## config.mk

```make
export PLATFORM = sky130hd
export DESIGN_NAME = unpack_unsigned_stream
export DESIGN_NICKNAME = d
export VERILOG_FILES = /design/src/rtl/unpack_unsigned_stream_pkg.sv /design/src/rtl/unpack_unsigned_stream_unpack.sv /design/src/rtl/unpack_unsigned_stream.sv
export SDC_FILE = /design/constraint.sdc
export NUM_CORES = 1
export LEC_CHECK = 0
export ABC_AREA = 1
export CAP_MARGIN = 25
export CORE_UTILIZATION = 52
export CTS_CLUSTER_DIAMETER = 40
export DETAILED_ROUTE_END_ITERATION = 6
export PLACE_DENSITY = 0.8
export SYNTH_ARGS = -nofsm -noshare
export SYNTH_HDL_FRONTEND = slang
export SYNTH_SLANG_ARGS = --single-unit
export TNS_END_PERCENT = 10
```

## constraint.sdc

```tcl
create_clock -name clk -period 1.76 [get_ports clk]
set_input_delay 0.352 -clock clk [delete_from_list [all_inputs] [get_ports clk]]
set_output_delay 0.352 -clock clk [all_outputs]
set_load 0.02 [all_outputs]
```

## src/rtl/unpack_unsigned_stream_pkg.sv

```systemverilog
// Shared definitions for the unsigned LEB128 stream decoder: FSM states and
// the derivation of buffer depth and length width from the decoded width N.
package unpack_unsigned_stream_pkg;

    typedef enum logic [1:0] {
        COLLECT = 2'd0,
        EMIT    = 2'd1,
        DRAIN   = 2'd2
    } state_t;

    // Maximum number of LEB128 bytes that can carry an N-bit value.
    function automatic int calcMb(input int n);
        return n / 7 + 1;
    endfunction

    // Width needed to express a byte count minus one.
    function automatic int calcLw(input int n);
        return $clog2(calcMb(n));
    endfunction

    // Lowest data bit of the last possible byte whose weight reaches 2^N.
    function automatic int calcOvfLsb(input int n);
        return n - 7 * (calcMb(n) - 1);
    endfunction

endpackage

```

## src/rtl/unpack_unsigned_stream_unpack.sv

```systemverilog
// Combinational LEB128 unpacker: slot 0 sits in the most significant byte of
// i_data. The value ends at the first slot with a clear continuation bit, or
// at the last slot if none is clear; data bits beyond N are dropped.
module unpack_unsigned
    import unpack_unsigned_stream_pkg::*;
#(
    parameter int N  = 64,
    parameter int MB = calcMb(N),
    parameter int LW = calcLw(N)
) (
    input  logic [MB*8-1:0] i_data,
    output logic [N-1:0]    o_data,
    output logic [LW-1:0]   o_len
);

    logic w_found;

    // Accumulate 7-bit groups up to and including the terminating slot.
    always_comb begin
        o_data  = '0;
        o_len   = LW'(MB - 1);
        w_found = 1'b0;
        for (int i = 0; i < MB; i++) begin
            if (!w_found) begin
                o_data = o_data | (N'(i_data[(MB-1-i)*8 +: 7]) << (7 * i));
                if (!i_data[(MB-1-i)*8 + 7]) begin
                    o_len   = LW'(i);
                    w_found = 1'b1;
                end
            end
        end
    end

endmodule

```

## src/rtl/unpack_unsigned_stream.sv

```systemverilog
// Streaming unsigned LEB128 decoder. Bytes are collected into a slot buffer,
// the finished value is presented until taken, and overlong values cause the
// rest of the offending byte run to be drained.
module unpack_unsigned_stream
    import unpack_unsigned_stream_pkg::*;
#(
    parameter int N  = 64,
    parameter int MB = calcMb(N),
    parameter int LW = calcLw(N)
) (
    input  logic          clk,
    input  logic          rst,
    input  logic [7:0]    in_data,
    input  logic          in_valid,
    output logic          in_ready,
    output logic [N-1:0]  out_data,
    output logic [LW-1:0] out_len,
    output logic          out_err,
    output logic          out_valid,
    input  logic          out_ready
);

    localparam int OVF_LSB = calcOvfLsb(N);

    state_t                r_state;
    logic [LW-1:0]         r_cnt;
    logic [0:MB-1][7:0]    r_buf;
    logic                  r_err;

    logic                  w_inTake;
    logic                  w_outTake;
    logic                  w_lastSlot;
    logic                  w_overflow;
    logic                  w_overlong;
    logic [MB*8-1:0]       w_flat;
    logic [N-1:0]          w_data;
    logic [LW-1:0]         w_len;

    assign in_ready   = !rst && (r_state != EMIT);
    assign out_valid  = (r_state == EMIT);
    assign w_inTake   = in_valid && in_ready;
    assign w_outTake  = out_valid && out_ready;
    assign w_lastSlot = (r_cnt == LW'(MB - 1));
    assign w_overflow = |(in_data[6:0] >> OVF_LSB);
    assign w_overlong = r_buf[MB-1][7];
    assign w_flat     = r_buf;

    assign out_data = out_valid ? w_data : '0;
    assign out_len  = out_valid ? w_len : '0;
    assign out_err  = r_err;

    unpack_unsigned #(
        .N  (N),
        .MB (MB),
        .LW (LW)
    ) u_unpack (
        .i_data (w_flat),
        .o_data (w_data),
        .o_len  (w_len)
    );

    // Collect bytes into slots, hold the result until taken, then drain or restart.
    always_ff @(posedge clk) begin
        if (rst) begin
            r_state <= COLLECT;
            r_cnt   <= '0;
            r_buf   <= '0;
            r_err   <= 1'b0;
        end else begin
            case (r_state)
                COLLECT: begin
                    if (w_inTake) begin
                        r_buf[r_cnt] <= in_data;
                        r_cnt        <= r_cnt + 1'b1;
                        if (!in_data[7]) begin
                            r_state <= EMIT;
                            r_err   <= w_lastSlot && w_overflow;
                        end else if (w_lastSlot) begin
                            r_state <= EMIT;
                            r_err   <= 1'b1;
                        end
                    end
                end
                EMIT: begin
                    if (w_outTake) begin
                        r_state <= w_overlong ? DRAIN : COLLECT;
                        r_cnt   <= '0;
                        r_buf   <= '0;
                        r_err   <= 1'b0;
                    end
                end
                DRAIN: begin
                    if (w_inTake && !in_data[7]) begin
                        r_state <= COLLECT;
                        r_cnt   <= '0;
                    end
                end
                default: begin
                    r_state <= COLLECT;
                    r_cnt   <= '0;
                    r_buf   <= '0;
                    r_err   <= 1'b0;
                end
            endcase
        end
    end

endmodule

```

* Word-level counts from Yosys, hierarchy flattened
Cells that the tools add are included.
Cells by class: $lt $le $gt $ge 2, bitwise gates (word level) 11, reductions and logical operators 14, equality and inequality tests 8, mux-type cells 69, add/sub/neg operators 1
Operators by type and width (count):
- 2-to-1 mux 64 bit | 9
- case mux 80 bit (3 select lines) | 1
- 2-to-1 mux 80 bit | 2
- 2-to-1 mux 4 bit | 23
- bitwise mux 80 bit | 1
- OR 64 x 21 -> 64 bit | 1
- OR 64 x 28 -> 64 bit | 1
- OR 64 x 35 -> 64 bit | 1
- OR 64 x 42 -> 64 bit | 1
- OR 64 x 49 -> 64 bit | 1
- OR 64 x 56 -> 64 bit | 1
- OR 64 x 63 -> 64 bit | 1
- OR 64 bit | 1
- demux 8 bit (select 4 bit) | 1
- 2-to-1 mux 1 bit | 21
- 2-to-1 mux 14 bit | 1
- OR 7 x 14 -> 14 bit | 1
- 2-to-1 mux 2 bit | 6
- case mux 4 bit (3 select lines) | 1
- 2-to-1 mux 8 bit | 1
- AND reduction 4 bit | 2
- logical AND 1 bit | 6
- case mux 2 bit (3 select lines) | 1
- AND reduction 3 bit | 2
- other kinds (15) | 18
Storage, ports and cells: word-level logic and storage cells 118, output and inout port bits 71, bits of input ports 12, register bits 87

* Logic depth before layout (Yosys ltp)
Gate-level depths: netlist (run 1).
depth in word-level cells 20, mapped depth 9, depth with buffers taken out 8

* Hierarchy
A second synthesis (run 1) with hierarchy kept.
Unflattened totals: cells, all modules 769, area total of the unflattened synthesis 4883.4 um2
By module, submodules not included:
- unpack_unsigned_stream | times used 1, sequential area each 1741.7 um2, cells an instance 622, area an instance 4256.6 um2
- unpack_unsigned | times used 1, sequential area each 0.0 um2, cells an instance 147, area an instance 626.9 um2

* Worst setup path before layout (run 1)
Ideal clock, no wire load.
path kind flip-flop to output port, from reg r_buf[79] (netlist bit), to out out_data[56], path buffers 1, arrival 1.494 ns, slack -0.086 ns, required time 1.408 ns, cell stages (with the launch flop) 8, path through dfxtp_1 -> buf_4 -> nand2_4 -> nor2_2 -> nand4_2 -> nor2_2 -> nand3_2 -> nor2_1
On the way: longest elaborated chain between the ends 19, elaborated cells on any way between the ends 26, those cells by class 19 x mux; 7 x bitwise
Ends and longest elaborated chain:
- start: declaration | RTL line unpack_unsigned_stream.sv:27 | logic [0:MB-1][7:0] r_buf;
- start signal: indexed assignment | RTL line unpack_unsigned_stream.sv:73 | r_buf[r_cnt] <= in_data;
- 2-to-1 mux 1 bit (2 in series) | RTL line unpack_unsigned_stream_unpack.sv:26 | if (!i_data[(MB-1-i)*8 + 7]) begin
- 2-to-1 mux 1 bit (*) | RTL line unpack_unsigned_stream_unpack.sv:24 | if (!w_found) begin
- 2-to-1 mux 64 bit | RTL line unpack_unsigned_stream_unpack.sv:24
- OR 64 x 28 -> 64 bit | RTL line unpack_unsigned_stream_unpack.sv:25 | o_data = o_data | (N'(i_data[(MB-1-i)*8 +: 7]) << (7 * i));
- 2-to-1 mux 64 bit | RTL line unpack_unsigned_stream_unpack.sv:24
- OR 64 x 35 -> 64 bit | RTL line unpack_unsigned_stream_unpack.sv:25
- 2-to-1 mux 64 bit | RTL line unpack_unsigned_stream_unpack.sv:24
- OR 64 x 42 -> 64 bit | RTL line unpack_unsigned_stream_unpack.sv:25
- [... 2 more ...]
- 2-to-1 mux 64 bit | RTL line unpack_unsigned_stream_unpack.sv:24
- OR 64 x 56 -> 64 bit | RTL line unpack_unsigned_stream_unpack.sv:25
- 2-to-1 mux 64 bit | RTL line unpack_unsigned_stream_unpack.sv:24
- OR 64 x 63 -> 64 bit | RTL line unpack_unsigned_stream_unpack.sv:25
- 2-to-1 mux 64 bit | RTL line unpack_unsigned_stream_unpack.sv:24
- OR 64 bit | RTL line unpack_unsigned_stream_unpack.sv:25
- 2-to-1 mux 64 bit (*) | RTL line unpack_unsigned_stream_unpack.sv:24
- 2-to-1 mux 64 bit (*) | RTL line unpack_unsigned_stream.sv:48 | assign out_data = out_valid ? w_data : '0;
- end: declaration | RTL line unpack_unsigned_stream.sv:16 | output logic [N-1:0] out_data,
Mark *: on every way between the ends. The rest lies on a longest branch, timed or not.

* Worst setup path in the final report (run 1)
from reg r_buf[79] (netlist bit), to out out_data[50]
Same word-level chain as after synthesis.

==> impl_metrics.tcl, run 1 <==
set metrics [dict create \
    p_per_area_nw_per_um2 750 \
    fillers 614 \
    whs_path_depth 4 \
    viasPerCell 5.78 \
    overflow 0 \
    r2r_end "r_buf[15]" \
    cts_tree "built" \
    dpl_cell_area_um2 5430 \
    clk_latency_ps 350 \
    clockRootBuffer "clkbuf_8" \
    failed_checks "setup timing" \
    slowest_stage "dfxtp_2" \
    synth_commonest_cells "nand2_1, nor2_1, dfxtp_1, a21oi_1, nand4_1" \
    io_pins 83 \
    timing.hold.ws_ps 441 \
    period_needed_ps 2110 \
    crit_path_end_kind "output port" \
    nNetsFinal 742 \
    dp_slack_ps -452 \
    rsz0062_at_grt "true" \
    synth-seq-area-share_pct 38.9 \
    via_count 4806 \
    h-tree-depth 3 \
    synth_largest_area_cell "dfxtp_1" \
    maxCapViolCount 0 \
    design_area_um2 5740 \
    wl_mm 12.7 \
    synthToLayoutAreaGrowth_pct 37.9 \
    row_count 32 \
    routedWlPerCell_um 15.3 \
    drt_iter0_drc 412 \
    cp_top_family "simple AND/OR/NAND/NOR gates" \
    drtAntennaViolNets 0 \
    dieArea_um2 8370 \
    path_buf_inv 4 \
    place_congestion 0.947 \
    die_h_um 91.5 \
    path_clk_slew_ps 80 \
    track_usage_pct 31.3 \
    diodes 0 \
    ys_warn_count 0 \
    outcome "complete, but fails checks" \
    ctsHoldBuffers 0 \
    hpwl_mm 8.06 \
    setup_slack_ps -345 \
    synth_edf_count 0 \
    synthesis.nets 631 \
    port_buffers 82 \
    critPathArrivalTime_ps 1750 \
    antenna_found_initial 0 \
    syn-mean-instance-area_um2 6.77 \
    grt_pass1_wl_mm 20.9 \
    finalSetupViolCount 52 \
    report.final.slew_viol_count 0 \
    clock_skew_ps 9.70 \
    synth_area_leaders "dfxtp_1, nand2_1, nand4_1" \
    max_freq_ghz 0.475 \
    cts_made_buffers 9 \
    final_layout_size_suffix_gt1_share_pct 28.0 \
    reg2reg_from "r_state[1]" \
    core-area_um2 7730 \
    hold_viol 0 \
    rr_worst_depth 9 \
    finalPower_mw 4.31 \
    crit_path_cell_trace "nand2_4 -> nor2_4 -> nand4_4 -> nor2_4 -> clkinvlp_4 -> buf_6 -> buf_6 -> nor2_4 -> buf_6" \
    yosysTopAreaCellShare_pct 38.9 \
    dr.pass1.iters 5 \
    crit_fanout 3 \
    initial_core_util_pct 53.9 \
    tightest_slew_ps 558 \
    die_w_um 91.5 \
    period_share_pct 120 \
    drc_errors 0 \
    whs_endpoint "out_err" \
    ys_ff_latch 81 \
    crit_type "flip-flop to output port" \
    grt_pass1_vias 4462 \
    p_leak_nw 2.11 \
    grt_max_degree 55 \
    relSlewSlack_pct 62.7 \
    synth_cells 615 \
    synthArstFlopShare_pct 0 \
    critPathMaxStageDelay_ps 360 \
    fin_util_pct 74.3 \
    hold_class "primary input to flip-flop" \
    yosys.cell_count.top_type "nand2_1" \
    ys.flop_type "dfxtp_1" \
    syn_area_um2 4160 \
    critical_path_required_ps 1410 \
    hp-start "rst" \
    startpoint_type "flip-flop" \
    irDropWorstVdd_mv 0.451 \
    cts_sinks 81 \
    ys_types 23 \
    crit_start "r_buf[79]" \
    r2r_setup_slack_ps 70 \
    cts_buffer_depth 2 \
]
what timing repair did:
action,in CTS,in global routing
buffers inserted,8,0
endpoints found under the setup margin,136,95
gates resized for setup,355,42
pin swaps,10,7
how the worst max path moves through the flow:
| stage | endpoint | slack (ps) | cells past startpoint |
|---|---|---|---|
| floorplan | out_data[56] | 4 | 7 |
| CTS | out_data[50] | -390 | 9 |
| global placement | out_data[60] | -410 | 7 |
| detailed placement | out_data[60] | -450 | 7 |
| finish | out_data[50] | -350 | 9 |
| global route | out_data[50] | -420 | 9 |
report_power, final:
group	total [mW]	internal [mW]	switching, mW	leakage, nW
Sequential	1.91	1.87	0.0335	0.656
Combinational	0.798	0.283	0.515	1.34
Clock	1.60	0.929	0.672	0.111
Total	4.31	3.09	1.22	2.11
worst register-to-register path, stage by stage (launching register included):
cell     delay (ps)
dfxtp_1         340
buf_4           150
inv_2           100
buf_4           130
nand4_1         100
nand2_2         110
buf_12          170
buf_4           220
nand4_1         130
a21oi_1         180
logic make-up (layout without fill, tap and decap cells):
logic type	count (synthesis)	in the layout	synth area share (%)
AO/OA/AOI/OAI	93	93	11.2
AND/OR/NAND/NOR	353	353	38.6
adder cells (fa/ha/maj)	4	4	1.20
buffers and inverters	83	197	9.83
flip-flops	81	81	38.9
XOR/XNOR	1	1	0.210
final cells by class:
cell class / count / area (µm²) / area share [%]
Clock buffer: 9 / 124 / 2.16
Clock inverter: 5 / 106 / 1.85
Inverter: 46 / 176 / 3.07
Multi-Input combinational cell: 451 / 2360 / 41.0
Sequential cell: 81 / 1630 / 28.3
Tap cell: 102 / 128 / 2.22
Timing Repair Buffer: 137 / 1220 / 21.3
metrics by stage:
step                      setup TNS, ps  cells
after floorplan                       0    615
after global placement           -18300    809
after detailed placement         -22930    809
after CTS                         -8730    831
after global routing             -11280    831
final                             -7030    831
placed cells by master (no fill, tap or decap), types with 2 or more instances in the layout:
master	Yosys	final
clkbuf_8	0	9
buf_12	0	9
ha_1	4	4
inv_1	43	38
inv_2	3	7
nand3_1	29	21
nor2_4	0	14
nor2_2	8	20
clkdlybuf4s50_1	0	11
clkinvlp_4	0	2
buf_4	5	74
nand2_4	1	2
o21ai_0	12	11
nand2_1	142	138
nand3_2	2	9
nand2_2	2	4
dfxtp_2	0	4
nand4_1	76	76
bufinv_16	0	3
a21oi_1	80	80
nor2_1	91	65
buf_6	8	24
dfxtp_1	81	77
buf_2	15	17
routing by layer:
metal | global-route usage (%) | wire (µm) | vias up | share of wire (%)
met1 | 38.8 | 5100 | 2223 | 40
met2 | 53.3 | 6200 | 252 | 49
met3 | 4.69 | 1010 | 42 | 8.0
met4 | 14.4 | 393 | 0 | 3.1
li1 | - | - | 2289 | -
met5 | 0 | 0 | - | 0
sequential cells by signal, summed over array words and instances, names as in the netlist:
| signal | flops |
|---|---|
| out_err | 1 |
| r_cnt | 4 |
| r_state | 2 |
| r_buf | 74 |
No activity file was read; power rests on OpenSTA's default activity.
==> inputs of run 2 (changes only) <==
CORE_UTILIZATION = 56   (was 52)
PLACE_DENSITY = 0.86   (was 0.8)
clock period = 2.5 ns   (was 1.76 ns; I/O delays follow)
==> run 2 against run 1 <==
  * The flow now finishes without violations
  * Worst setup slack better by 430 ps
  * Sequential share of layout area up 2.8 points
  * Total power down 33%
  * Die area down 7.0%
  * Largest cell class unchanged
  * Largest power group unchanged
==> impl_metrics.tcl, run 2 (synthesis results as in run 1) <==
set metrics [dict create \
    outcome "complete, no violations" \
    io_pins 83 \
    cts_sinks 81 \
    via_count 4626 \
    largestRegisters "r_buf x74, r_cnt x4, r_state x2" \
    power_frac_clock_pct 37.4 \
    dp_cells 784 \
    timing.hold.ws_ps 461 \
    fillers 611 \
    ctsHoldBuffers 0 \
    setup_slack_ps 80.5 \
    grt_pass1_wl_mm 19.1 \
    switchingPower_mw 0.844 \
    dpl_cell_area_um2 5110 \
    rsz0062_at_grt "false" \
    synthToLayoutAreaGrowth_pct 25.2 \
    dp_slack_ps 149 \
    p_per_area_nw_per_um2 557 \
    regMostFlops "r_buf" \
    initial_core_util_pct 57.7 \
    period_share_pct 96.8 \
    place_congestion 0.854 \
    period_needed_ps 2420 \
    drtAntennaViolNets 0 \
    combPwrFrac_pct 16.4 \
    report.final.slew_viol_count 0 \
    hold_viol 0 \
    cts_tree "built" \
    die_h_um 88.2 \
    track_usage_pct 31.7 \
    clk_latency_ps 360 \
    crit_fanout 47 \
    final_layout_size_suffix_gt1_share_pct 11.4 \
    grt_pass1_vias 4129 \
    hpwl_mm 7.77 \
    viasPerCell 5.78 \
    finalSetupViolCount 0 \
    dieArea_um2 7780 \
    max_freq_ghz 0.413 \
    crit_type "flip-flop to output port" \
    tns_ps 0 \
    design_area_um2 5210 \
    die_w_um 88.2 \
    drt_iter0_drc 454 \
    drc_errors 0 \
    stdcell_count 800 \
    maxCapViolCount 0 \
    switching_share_pct 29.1 \
    layout_common_cells "nand2_1, nor2_1, dfxtp_1" \
    cts_buffer_depth 2 \
    clockRootBuffer "clkbuf_8" \
    diodes 0 \
    h-tree-depth 3 \
    tightest_slew_ps 640 \
    hold_class "flip-flop to flip-flop" \
    core-area_um2 7210 \
    port_buffers 82 \
    grt_max_degree 48 \
    crit_path_end_kind "output port" \
    startpoint_type "flip-flop" \
    overflow 0 \
    final_common_cell "nand2_1" \
    routedWlPerCell_um 14.7 \
    r2r_setup_slack_ps 500 \
    relSlewSlack_pct 57.3 \
    critical_path_required_ps 2000 \
    clock_skew_ps 13.3 \
    wl_mm 11.8 \
    critPathArrivalTime_ps 1920 \
    nNetsFinal 712 \
    irDropWorstVdd_mv 0.362 \
    p_leak_nw 1.93 \
    path_clk_slew_ps 80 \
    cts_setup_buffers 0 \
    seq_power_share_pct 46.3 \
    largest_reg_flops 74 \
    intPower_mw 2.06 \
    cts_made_buffers 9 \
    dr.pass1.iters 7 \
    antenna_found_initial 0 \
    row_count 31 \
]
## run 2: changes by cell type in the layout (fill, tap and decap cells not counted), moves of 16 or more
cell | previous run | this run
buf_4 | 74 | 21
buf_2 | 17 | 1
clkdlybuf4s50_1 | 11 | 27
nor2_1 | 65 | 90
buf_6 | 24 | 0
clkbuf_2 | 0 | 17
dlygate4sd2_1 | 1 | 35
## run 2: layout make-up
class                      instances  area [µm²]  area share (%)
clock inverter                     6        90.1            1.73
clock buffer                      10         138            2.64
multi-input combinational        451        2140            41.1
timing repair buffer             107         925            17.7
inverter                          46         173            3.31
tap                               99         124            2.38
sequential                        81        1620            31.1
## run 2: metrics by stage
| step | power, mW | util (%) |
|---|---|---|
| after floorplan | 1.69 | - |
| after global placement | 1.82 | 70.8 |
| after detailed placement | 1.84 | 70.8 |
| after CTS | 2.89 | 73.1 |
| after global routing | 3.02 | 72.2 |
| final | 2.90 | 72.2 |
## run 2: worst max-delay path: stages, from the launching register on
cell and delay (ps):
dfxtp_1 350, inv_1 140, nor2_2 70, buf_12 170, nor2_1 190, clkdlybuf4s50_1 640
## run 2: final timing paths
check                                 from         to  cells after the start
worst min register to register   r_buf[25]  r_buf[25]                      2
worst max register to register  r_state[1]  r_buf[54]                      6
worst max-delay path            r_state[0]   in_ready                      5
worst min-delay path             r_buf[25]  r_buf[25]                      2
## run 2: power groups by stage
stage | sequential [mW] | combinational [mW] | clock (mW)
after floorplan | 1.37 | 0.319 | 0
after CTS | 1.34 | 0.465 | 1.09
after detailed placement | 1.37 | 0.463 | 0
after global routing | 1.35 | 0.516 | 1.15
final | 1.34 | 0.475 | 1.08
after global placement | 1.37 | 0.451 | 0
## run 2: what timing repair did
item | in CTS | in global routing
gates cloned | 0 | 0
resized for setup | 55 | 36
endpoints found under the setup margin | 54 | 19
## run 2: routing by layer
| layer | share of wire [%] | vias to the layer above | track usage (%) |
|---|---|---|---|
| met5 | 0 | - | 0 |
| met4 | 2.8 | 0 | 17.3 |
| met3 | 8.0 | 38 | 5.50 |
| met2 | 49 | 227 | 52.2 |
| met1 | 41 | 2140 | 39.5 |
| li1 | - | 2221 | - |
